===== config.mk =====
export PLATFORM = sky130hd
export DESIGN_NAME = game_master_fsm_multi
export DESIGN_NICKNAME = d
export VERILOG_FILES = /design/src/rtl/game_master_fsm_multi.sv
export SDC_FILE = /design/constraint.sdc
export NUM_CORES = 1
export LEC_CHECK = 0
export BUFFER_PORTS_ARGS = -buffer_cell sky130_fd_sc_hd__buf_2
export CAP_MARGIN = 10
export CELL_PAD_IN_SITES_DETAIL_PLACEMENT = 1
export CELL_PAD_IN_SITES_GLOBAL_PLACEMENT = 1
export CORE_MARGIN = 5
export CORE_UTILIZATION = 30
export DETAILED_ROUTE_END_ITERATION = 8
export GPL_TIMING_DRIVEN = 1
export HOLD_SLACK_MARGIN = 0.1
export PLACE_DENSITY = 0.59
export SYNTH_ARGS = -nofsm -noshare
export SYNTH_HDL_FRONTEND = slang
export SYNTH_SLANG_ARGS = --single-unit

===== constraint.sdc =====
create_clock -name clk -period 2.2 [get_ports clk]
set_input_delay 0.11 -clock clk [delete_from_list [all_inputs] [get_ports clk]]
set_output_delay 0.11 -clock clk [all_outputs]
set_load 0.01 [all_outputs]

===== src/rtl/game_master_fsm_multi.sv =====
// game_master_fsm_multi: round sequencer for one target and N independent torpedo sprites
module game_master_fsm_multi #(
  parameter int N_TORPEDOES = 2,
  parameter int N_LIVES     = 3,
  parameter int WIN_SCORE   = 5,
  parameter int SCORE_WIDTH = 8
) (
  input  logic                   clk,
  input  logic                   reset,
  input  logic                   key,
  output logic                   sprite_target_write_xy,
  output logic                   sprite_target_write_dxy,
  output logic                   sprite_target_enable_update,
  input  logic                   sprite_target_within_screen,
  output logic [N_TORPEDOES-1:0] sprite_torpedo_write_xy,
  output logic [N_TORPEDOES-1:0] sprite_torpedo_write_dxy,
  output logic [N_TORPEDOES-1:0] sprite_torpedo_enable_update,
  input  logic [N_TORPEDOES-1:0] sprite_torpedo_within_screen,
  input  logic [N_TORPEDOES-1:0] collision,
  output logic                   end_of_game_timer_start,
  input  logic                   end_of_game_timer_running,
  output logic                   game_won,
  output logic [SCORE_WIDTH-1:0] score,
  output logic [3:0]             lives_left
);
  typedef enum logic [2:0] {START, ROUND, PLAY, END_WAIT, END} state_t;
  state_t state;
  logic key_q, fire, hit, escape, win, lose;
  logic [N_TORPEDOES-1:0] launching, busy, pick, retire;
  logic [SCORE_WIDTH-1:0] score_n;
  logic [3:0] lives_n;
  // Launch slot selection, retire/hit/escape detection and next counter values.
  always_comb begin
    fire    = key & ~key_q;
    busy    = launching | sprite_torpedo_enable_update;
    pick    = ~busy & (busy + N_TORPEDOES'(1));
    retire  = sprite_torpedo_enable_update & (collision | ~sprite_torpedo_within_screen);
    hit     = |(sprite_torpedo_enable_update & collision);
    escape  = ~sprite_target_within_screen & ~hit;
    score_n = (hit && score != SCORE_WIDTH'(WIN_SCORE)) ? score + 1'b1 : score;
    lives_n = (escape && lives_left != 4'd0) ? lives_left - 4'd1 : lives_left;
    win     = score_n == SCORE_WIDTH'(WIN_SCORE);
    lose    = lives_n == 4'd0;
  end
  // Game sequencing; every strobe is a registered one-cycle pulse unless set again.
  always_ff @(posedge clk) begin
    if (reset) begin
      state                        <= START;
      key_q                        <= 1'b0;
      launching                    <= '0;
      sprite_target_write_xy       <= 1'b0;
      sprite_target_write_dxy      <= 1'b0;
      sprite_target_enable_update  <= 1'b0;
      sprite_torpedo_write_xy      <= '0;
      sprite_torpedo_write_dxy     <= '0;
      sprite_torpedo_enable_update <= '0;
      end_of_game_timer_start      <= 1'b0;
      game_won                     <= 1'b0;
      score                        <= '0;
      lives_left                   <= 4'(N_LIVES);
    end else begin
      key_q                    <= key;
      sprite_target_write_xy   <= 1'b0;
      sprite_target_write_dxy  <= 1'b0;
      sprite_torpedo_write_xy  <= '0;
      sprite_torpedo_write_dxy <= '0;
      end_of_game_timer_start  <= 1'b0;
      case (state)
        START: begin
          sprite_target_write_xy       <= 1'b1;
          sprite_target_write_dxy      <= 1'b1;
          sprite_torpedo_write_xy      <= '1;
          sprite_torpedo_write_dxy     <= '1;
          sprite_torpedo_enable_update <= '0;
          sprite_target_enable_update  <= 1'b0;
          launching                    <= '0;
          score                        <= '0;
          lives_left                   <= 4'(N_LIVES);
          game_won                     <= 1'b0;
          state                        <= ROUND;
        end
        ROUND: begin
          sprite_target_enable_update <= 1'b1;
          state                       <= PLAY;
        end
        PLAY: begin
          launching                    <= fire ? pick : '0;
          sprite_torpedo_write_xy      <= fire ? pick : '0;
          sprite_torpedo_write_dxy     <= fire ? pick : '0;
          sprite_torpedo_enable_update <= (sprite_torpedo_enable_update & ~retire) | launching;
          sprite_target_write_xy       <= hit | escape;
          sprite_target_write_dxy      <= hit | escape;
          score                        <= score_n;
          lives_left                   <= lives_n;
          if (win || lose) begin
            game_won                     <= win;
            end_of_game_timer_start      <= 1'b1;
            sprite_target_enable_update  <= 1'b0;
            sprite_torpedo_enable_update <= '0;
            sprite_torpedo_write_xy      <= '0;
            sprite_torpedo_write_dxy     <= '0;
            launching                    <= '0;
            state                        <= END_WAIT;
          end
        end
        END_WAIT: state <= END;
        default: state <= end_of_game_timer_running ? END : START;
      endcase
    end
  end
endmodule

# After elaboration in Yosys (flattened, before gate mapping)

Index checks and enable logic that the tools add are counted.

Flip-flop bits (word level): 26
Logic and storage cells: 68
Bits of input ports: 9

Add/subtract/negate cells: 3
Mux-type cells: 19
Equality and inequality tests: 6
Bitwise gates (word level): 17
Reductions and logical operators: 12

Operator list:

| operator            | count |
|---|---|
| $pmux 8 s2          | 1 |
| $pmux 2 s2          | 3 |
| $pmux 3 s4          | 1 |
| $add 8x1->8 const B | 1 |
| $and 2x2->2         | 4 |
| $eq 8x3->1 const B  | 1 |
| $mux 8              | 1 |
| $ne 8x3->1 const B  | 1 |
| $pmux 4 s2          | 1 |
| $eq 3x2->1 const B  | 2 |
| $mux 2              | 3 |
| $mux 3              | 2 |
| $not 2->2           | 3 |
| $or 2x2->2          | 3 |
| $logic_not 4->1     | 1 |
| $mux 4              | 1 |
| $not 1->1           | 4 |
| $pmux 1 s2          | 2 |
| $reduce_and 2->1    | 2 |
| $reduce_bool 4->1   | 1 |
| $reduce_or 2->1     | 2 |
| $sub 4x1->4 const B | 1 |
| $eq 3x1->1 const B  | 1 |
| $logic_not 3->1     | 1 |
| 10 further kinds    | 14 |

# Longest topological paths before layout

Gate-level depths: netlist (run 1).

Word-level depth: 10
Mapped depth: 8
Gate-level depth less buffers: 7

# Least setup slack after synthesis (run 1)

No wires, ideal clock.

Kind: register to register
Start point: reg score[1]
End point: reg launching[0]
Stages on the path, launching flop included: 9
Data required time: 2.099 ns
Arrival: 1.925 ns
Slack: 0.174 ns
Setup time: 0.101 ns
Cell sequence: dfxtp_1 -> inv_1 -> ha_1 -> nor4b_2 -> a211oi_1 -> a2111oi_4 -> and3_1 -> buf_4 -> o41ai_1

Word-level cells in the longest chain between the ends: 7

RTL lines:

| what                                                | line | text |
|---|---|---|
| start, declared                                     | 23   | `output logic [SCORE_WIDTH-1:0] score,` |
| start signal, assigned                              | 93   | `score <= score_n;` |
| branches (longest 2 deep; another with $add 8x1->8) | --   |  |
| $mux 8 (*)                                          | 40   | `score_n = (hit && score != SCORE_WIDTH'(WIN_SCORE)) ? score + 1'b1 : score;` |
| $eq 8x3->1 (*)                                      | 42   | `win = score_n == SCORE_WIDTH'(WIN_SCORE);` |
| $logic_or 1x1->1 (*)                                | 95   | `if (win \|\| lose) begin` |
| $mux 2 (*)                                          | 95   |  |
| $pmux 2 s2 (*)                                      | 68   | `case (state)` |
| end signal, assigned                                | 87   | `launching <= fire ? pick : '0;` |
| end, declared                                       | 29   | `logic [N_TORPEDOES-1:0] launching, busy, pick, retire;` |

Every way passes the cells marked *.
A chain may end at the register's enable or synchronous reset.

# Final worst setup path (run 1)

Start point: reg sprite_torpedo_enable_update[0]
End point: reg sprite_torpedo_write_dxy[1]

Word-level cells in the longest chain between the ends: 10

RTL lines:

| what                   | line | text |
|---|---|---|
| start, declared        | 17   | `output logic [N_TORPEDOES-1:0] sprite_torpedo_enable_update,` |
| start signal, assigned | 90   | `sprite_torpedo_enable_update <= (sprite_torpedo_enable_update & ~retire) \| launching;` |
| $and 2x2->2            | 38   | `hit = \|(sprite_torpedo_enable_update & collision);` |
| $reduce_or 2->1        | 38   |  |
| $not 1->1              | 39   | `escape = ~sprite_target_within_screen & ~hit;` |
| $and 1x1->1            | 39   |  |
| $logic_and 1x1->1      | 41   | `lives_n = (escape && lives_left != 4'd0) ? lives_left - 4'd1 : lives_left;` |
| $mux 4                 | 41   |  |
| $logic_not 4->1        | 43   | `lose = lives_n == 4'd0;` |
| $logic_or 1x1->1       | 95   |  |
| $mux 2 (*)             | 95   |  |
| $pmux 2 s2 (*)         | 68   |  |
| end signal, assigned   | 89   | `sprite_torpedo_write_dxy <= fire ? pick : '0;` |
| end, declared          | 16   | `output logic [N_TORPEDOES-1:0] sprite_torpedo_write_dxy,` |

Mark *: on every way between the ends. The rest lies on a longest branch, timed or not.

==> flow_summary.json, run 1 <==
{
  "cp_max_fo": 7,
  "seq_area_sq_um": 522,
  "post_drt_wl_per_cell_um": 15.7,
  "cap_violations": 0,
  "synth_common_cells": "dfxtp_1, nand2_1, nor2_1, a21oi_1",
  "period_needed_ns": 2.05,
  "layout-drive-gt1-share": 0.281,
  "max_stage_delay_ns": 0.56,
  "ant_nets": 0,
  "area_growth_pct": 21.9,
  "hold_viol_final": 0,
  "hold_ws_ns": 0.109,
  "synth.net_count": 198,
  "place_ws_ns": 0.138,
  "grt_pass1_vias": 1522,
  "grt_pass1_wl_um": 7690,
  "place.gp.congestion": 0.862,
  "tightest_slew_ns": 0.488,
  "cts_max_level": 1,
  "multi_input_area_sq_um": 916,
  "relSlewSlack": 0.673,
  "dieArea_sq_mm": 0.00660,
  "core-area_sq_mm": 0.00501,
  "hpwl_um": 3490,
  "n_fill_cell": 638,
  "syn-cell-area_sq_mm": 0.00152,
  "clk_path_buf_depth": 2,
  "cts_tree": "built",
  "grt.overflow.total": 0,
  "finalCritPeriodShare": 0.931,
  "synth_edf_count": 0,
  "nets": 231,
  "insertion_delay_ns": 0.26,
  "finalMaxSlewViolations": 0,
  "cts_num_sinks": 26,
  "crit_chain": "a22oi_2 -> or4b_4 -> a2111oi_4 -> and3_2 -> o32ai_1",
  "ys_ff_latch": 26,
  "rows": 26,
  "cts.clk_slew.worst_paths_ns": 0.09,
  "syn_area_per_cell_sq_um": 8.18,
  "start_kind": "register",
  "drt-total-wl_um": 4510,
  "drtPass1Iterations": 4,
  "highest_layer": "met4",
  "route.met2.wl_um": 2180,
  "hold_path.class": "in -> reg",
  "async_flop_share": 0,
  "cp.required_ns": 2.34,
  "wl_met1_um": 2180,
  "viasPerCell": 5.17,
  "antennaDiodeCount": 0,
  "fp.dieW_um": 81.2,
  "yosys_warnings": 0,
  "fmax_mhz": 488,
  "skew_ns": 0.00572,
  "netlist.area_leader.share": 0.342,
  "rsz0062_at_grt": "no",
  "worstSetupPathType": "reg -> reg",
  "vdd_drop_max_v": 0.000302,
  "grt_max_degree": 23,
  "die_h_um": 81.2,
  "initial_core_util": 0.304,
  "yosys-top-cells-area": "dfxtp_1, nand2_1, nor2_1",
  "yosysUniqueCellTypes": 50,
  "vias": 1485,
  "critPathArrivalTime_ns": 2.19,
  "numCtsBuffers": 3,
  "seq_area_frac_synth": 0.342,
  "finalSetupViolCount": 0,
  "antenna_found_initial": 0,
  "remaining_drc_errors": 0,
  "grt_use_total": 0.148,
  "synth_most_common_cell": "dfxtp_1",
  "ioPinCount": 32,
  "p_leak_nw": 0.771,
  "status": "finished clean",
  "drtIter0Drc": 64,
  "ys.flop_type": "dfxtp_1",
  "synth_cells": 186,
  "endpoint_kind": "register",
  "root_buffer": "clkbuf_8",
  "final.setup.worst_slack_ns": 0.152,
  "power_per_cell_area_mw_per_mm2": 626,
  "finalSetupTns_ns": 0,
  "synth_area_leader_cell": "dfxtp_1",
  "port_buffers": 31,
  "crit_path_top_delay_cell": "or4b_4",
  "route.met3.wl_um": 118
}
-- worst max-delay path, delay by kind of cell (launching register included) --
| family | cells | cell delay [ns] |
|---|---|---|
| simple gates | 2 | 0.88 |
| compound gates | 3 | 0.57 |
| flops | 1 | 0.47 |
-- metal layers --
metal / vias to the layer above / GRT usage
met4: 0 / 0.0321
met5: - / 0
met1: 719 / 0.194
li1: 739 / -
met2: 25 / 0.256
met3: 2 / 0.0200
-- what timing repair did --
action	in CTS	in global routing
setup endpoints to repair	0	10
gates resized for setup	0	6
hold endpoints to repair	2	0
setup buffers	0	0
hold buffers	2	0
-- through the flow --
| step | power [mW] | instances | area (sq um) | util |
|---|---|---|---|---|
| after CTS | 1.18 | 287 | 1830 | 0.365 |
| after floorplan | 0.780 | 186 | 1520 | - |
| after detailed placement | 0.910 | 282 | 1770 | 0.353 |
| after global routing | 1.24 | 287 | 1850 | 0.370 |
| after global placement | 0.898 | 282 | 1770 | 0.353 |
| final | 1.16 | 287 | 1850 | 0.370 |
-- report_power, final --
part	internal [mW]	total, mW	switching [mW]
sequential	0.510	0.545	0.0351
combinational	0.129	0.355	0.226
clock	0.122	0.261	0.139
-- cell usage in the layout (no fill, tap or decap), types with 2 or more instances in the layout --
cell           Yosys  routed
a211oi_1           2       2
a21oi_1           10      10
a22o_1             3       3
a22oi_1            4       4
a31oi_1            2       2
a32o_1             4       4
and2_1             2       2
buf_2              2      31
buf_4              4      11
clkbuf_8           0       3
dfxtp_1           26      25
dlygate4sd3_1      0       2
ha_1               3       2
inv_1              8       8
mux2_2             3       3
nand2_1           21      21
nand2b_1           3       3
nand3_1            4       3
nand4_1            3       3
nor2_1            20      20
nor3_1             5       5
o2111ai_1          2       2
o21a_1             2       2
o21ai_0            8       8
o31a_1             2       2
o32ai_1            3       3
o41ai_1            3       2
or2_2              2       2
xnor2_1            2       2
xor2_1             2       2
-- state kept, by name (all words and copies together), names as in the netlist --
signal / cells
score: 8
lives_left: 4
state: 3
launching: 2
sprite_torpedo_enable_update: 2
sprite_torpedo_write_dxy: 2
end_of_game_timer_start: 1
game_won: 1
key_q: 1
sprite_target_enable_update: 1
sprite_target_write_dxy: 1
-- cell families (layout without fill, tap and decap cells) --
kind of cell    after synthesis  after routing  share of synthesized area
simple gates                 70             70                      0.231
compound gates               55             55                      0.278
flops                        26             26                      0.342
buf+inv                      24             55                     0.0724
xor+xnor                      4              4                     0.0230
mux                           4              4                     0.0288
fa+ha+maj                     3              3                     0.0247
-- final timing paths --
check / from / slack [ns] / to / cells past startpoint
min: sprite_target_within_screen / 0.11 / sprite_target_write_dxy / 2
max: sprite_torpedo_enable_update[0] / 0.15 / sprite_torpedo_write_dxy[1] / 5
max reg2reg: sprite_torpedo_enable_update[0] / 0.15 / sprite_torpedo_write_dxy[1] / 5
min reg2reg: launching[1] / 0.49 / launching[1] / 2
-- final cells by class --
type,count,area share
Tap cell,70,0.0472
Sequential cell,26,0.281
Timing Repair Buffer,44,0.139
Multi-Input combinational cell,136,0.494
Clock buffer,3,0.0223
Inverter,8,0.0162
Power figures use the tool's default switching activity.
==> run 2, diff against run 1 <==
--- a/config.mk
+++ b/config.mk
@@ -5,10 +5,12 @@
 export SDC_FILE = /design/constraint.sdc
 export NUM_CORES = 1
 export LEC_CHECK = 0
+export ABC_CLOCK_PERIOD_IN_PS = 2200
 export BUFFER_PORTS_ARGS = -buffer_cell sky130_fd_sc_hd__buf_2
 export CAP_MARGIN = 10
 export CELL_PAD_IN_SITES_DETAIL_PLACEMENT = 1
 export CELL_PAD_IN_SITES_GLOBAL_PLACEMENT = 1
+export CORE_ASPECT_RATIO = 1.5
 export CORE_MARGIN = 5
 export CORE_UTILIZATION = 30
 export DETAILED_ROUTE_END_ITERATION = 8
==> run 2 against run 1 <==
Core utilization rose by 0.80 points. Critical path depth did not move. Fmax fell by 1.7%. Wire length rose by 5.7%. Register-to-register slack got worse by 0.04 ns. Worst hold slack improved by 0.026 ns. Clock power rose by 5%.
==> flow_summary.json, run 2 (synthesis results as in run 1) <==
{
  "hpwl_um": 3600,
  "clk_path_buf_depth": 2,
  "core-area_sq_mm": 0.00489,
  "power_mw": 1.17,
  "rows": 31,
  "dieArea_sq_mm": 0.00663,
  "seq_area_sq_um": 523,
  "status": "finished clean",
  "grt_use_met2": 0.274,
  "grt_pass1_vias": 1620,
  "antennaDiodeCount": 0,
  "post_cts_buffers": 0,
  "grtUsageMet3": 0.0197,
  "finalSetupViolCount": 0,
  "grt_pass1_wl_um": 7790,
  "endpoint_kind": "register",
  "top_register": "score",
  "p_comb_frac": 0.296,
  "nets": 229,
  "vias": 1519,
  "n_fill_cell": 617,
  "ioPinCount": 32,
  "numCtsBuffers": 3,
  "place.gp.congestion": 0.826,
  "skew_ns": 0.00268,
  "fp.dieW_um": 68.1,
  "grt.overflow.total": 0,
  "hold_ws_ns": 0.135,
  "cp_max_fo": 7,
  "insertion_delay_ns": 0.27,
  "tightest_slew_ns": 0.450,
  "viasPerCell": 5.41,
  "rsz0062_at_grt": "no",
  "layout-drive-gt1-share": 0.279,
  "drtIter0Drc": 75,
  "final_common_cell": "buf_2",
  "cp.required_ns": 2.36,
  "p_clk_frac": 0.234,
  "root_buffer": "clkbuf_8",
  "grt_util_met1": 0.171,
  "r2r_slack_ns": 0.12,
  "post-place-cells": 276,
  "top_regs": "score (8), lives_left (4), state (3)",
  "area_growth_pct": 21.5,
  "relSlewSlack": 0.699,
  "hold_viol_final": 0,
  "grt_use_total": 0.150,
  "final_cell_mix": "buf_2, dfxtp_1, nand2_1, nor2_1, a21oi_1",
  "remaining_drc_errors": 0,
  "drtPass1Iterations": 4,
  "initial_core_util": 0.311,
  "cts_tree": "built",
  "finalMaxSlewViolations": 0,
  "cts_num_sinks": 26,
  "multi_input_area_sq_um": 928,
  "fmax_mhz": 480,
  "port_buffers": 31,
  "cts_max_level": 1,
  "cap_violations": 0,
  "power_per_cell_area_mw_per_mm2": 633,
  "antenna_found_initial": 0,
  "p_leak_nw": 0.760,
  "grt_max_degree": 23,
  "start_kind": "register",
  "worstSetupPathType": "reg -> reg",
  "globalRoute.busiestLayer": "met2",
  "vdd_drop_max_v": 0.000394,
  "pwr-share-seq": 0.471,
  "finalCritPeriodShare": 0.947,
  "switching_power_mw": 0.414,
  "drt-total-wl_um": 4770,
  "largest_register_ff_count": 8,
  "p_int_mw": 0.755,
  "post_drt_wl_per_cell_um": 17.0,
  "period_needed_ns": 2.08,
  "hold_path.class": "in -> reg",
  "power.share.switching": 0.354,
  "die_h_um": 97.2,
  "cts.clk_slew.worst_paths_ns": 0.09,
  "critPathArrivalTime_ns": 2.25,
  "ant_nets": 0,
  "fin_cells": 281
}
[run 2: area by class of cell]
| type | count | area share |
|---|---|---|
| Clock buffer | 3 | 0.0223 |
| Multi-Input combinational cell | 136 | 0.502 |
| Timing Repair Buffer | 42 | 0.131 |
| Tap cell | 66 | 0.0447 |
| Inverter | 8 | 0.0162 |
| Sequential cell | 26 | 0.283 |
[run 2: per-layer routing]
metal / wire, um / up-vias
li1: - / 733
met1: 1970 / 756
met2: 2640 / 26
met3: 122 / 4
met4: 39 / 0
met5: 0 / -
[run 2: power groups by stage]
stage | clock network [mW] | registers [mW] | logic (mW)
floorplan | 0 | 0.557 | 0.223
global placement | 0 | 0.558 | 0.337
detailed placement | 0 | 0.562 | 0.348
CTS | 0.289 | 0.551 | 0.352
finish | 0.273 | 0.550 | 0.346
global route | 0.307 | 0.556 | 0.379
[run 2: worst max-delay path, cell delays in order (launching register included)]
cell and delay, ns:
dfxtp_1 0.46, nand3_1 0.19, or4b_4 0.57, a2111oi_4 0.35, nand3_2 0.16, a32o_1 0.25
[run 2: final timing paths]
check                               from                              end  depth (start not counted)
max                             score[1]  sprite_torpedo_enable_update[0]                          5
max reg2reg                     score[1]  sprite_torpedo_enable_update[0]                          5
min reg2reg                 launching[0]                     launching[0]                          2
min          sprite_target_within_screen          sprite_target_write_dxy                          2
[run 2: repair_timing]
action,in CTS,in global routing
resized for setup,3,6
hold buffers,2,0
setup endpoints to repair,2,8
hold endpoints to repair,2,0
pin swaps,0,1
cloned,0,0
[run 2: per-stage QoR]
| stage | worst slack (ns) | util | area [sq um] | TNS, ns |
|---|---|---|---|---|
| 2_1_floorplan | 0.174 | - | 1520 | 0 |
| 3_3_place_gp | 0.0308 | 0.357 | 1750 | 0 |
| 3_5_place_dp | -0.0393 | 0.357 | 1750 | -0.0481 |
| 4_1_cts | 0.0634 | 0.374 | 1830 | 0 |
| 5_1_grt | 0.00871 | 0.378 | 1850 | 0 |
| 6_report | 0.116 | 0.378 | 1850 | 0 |
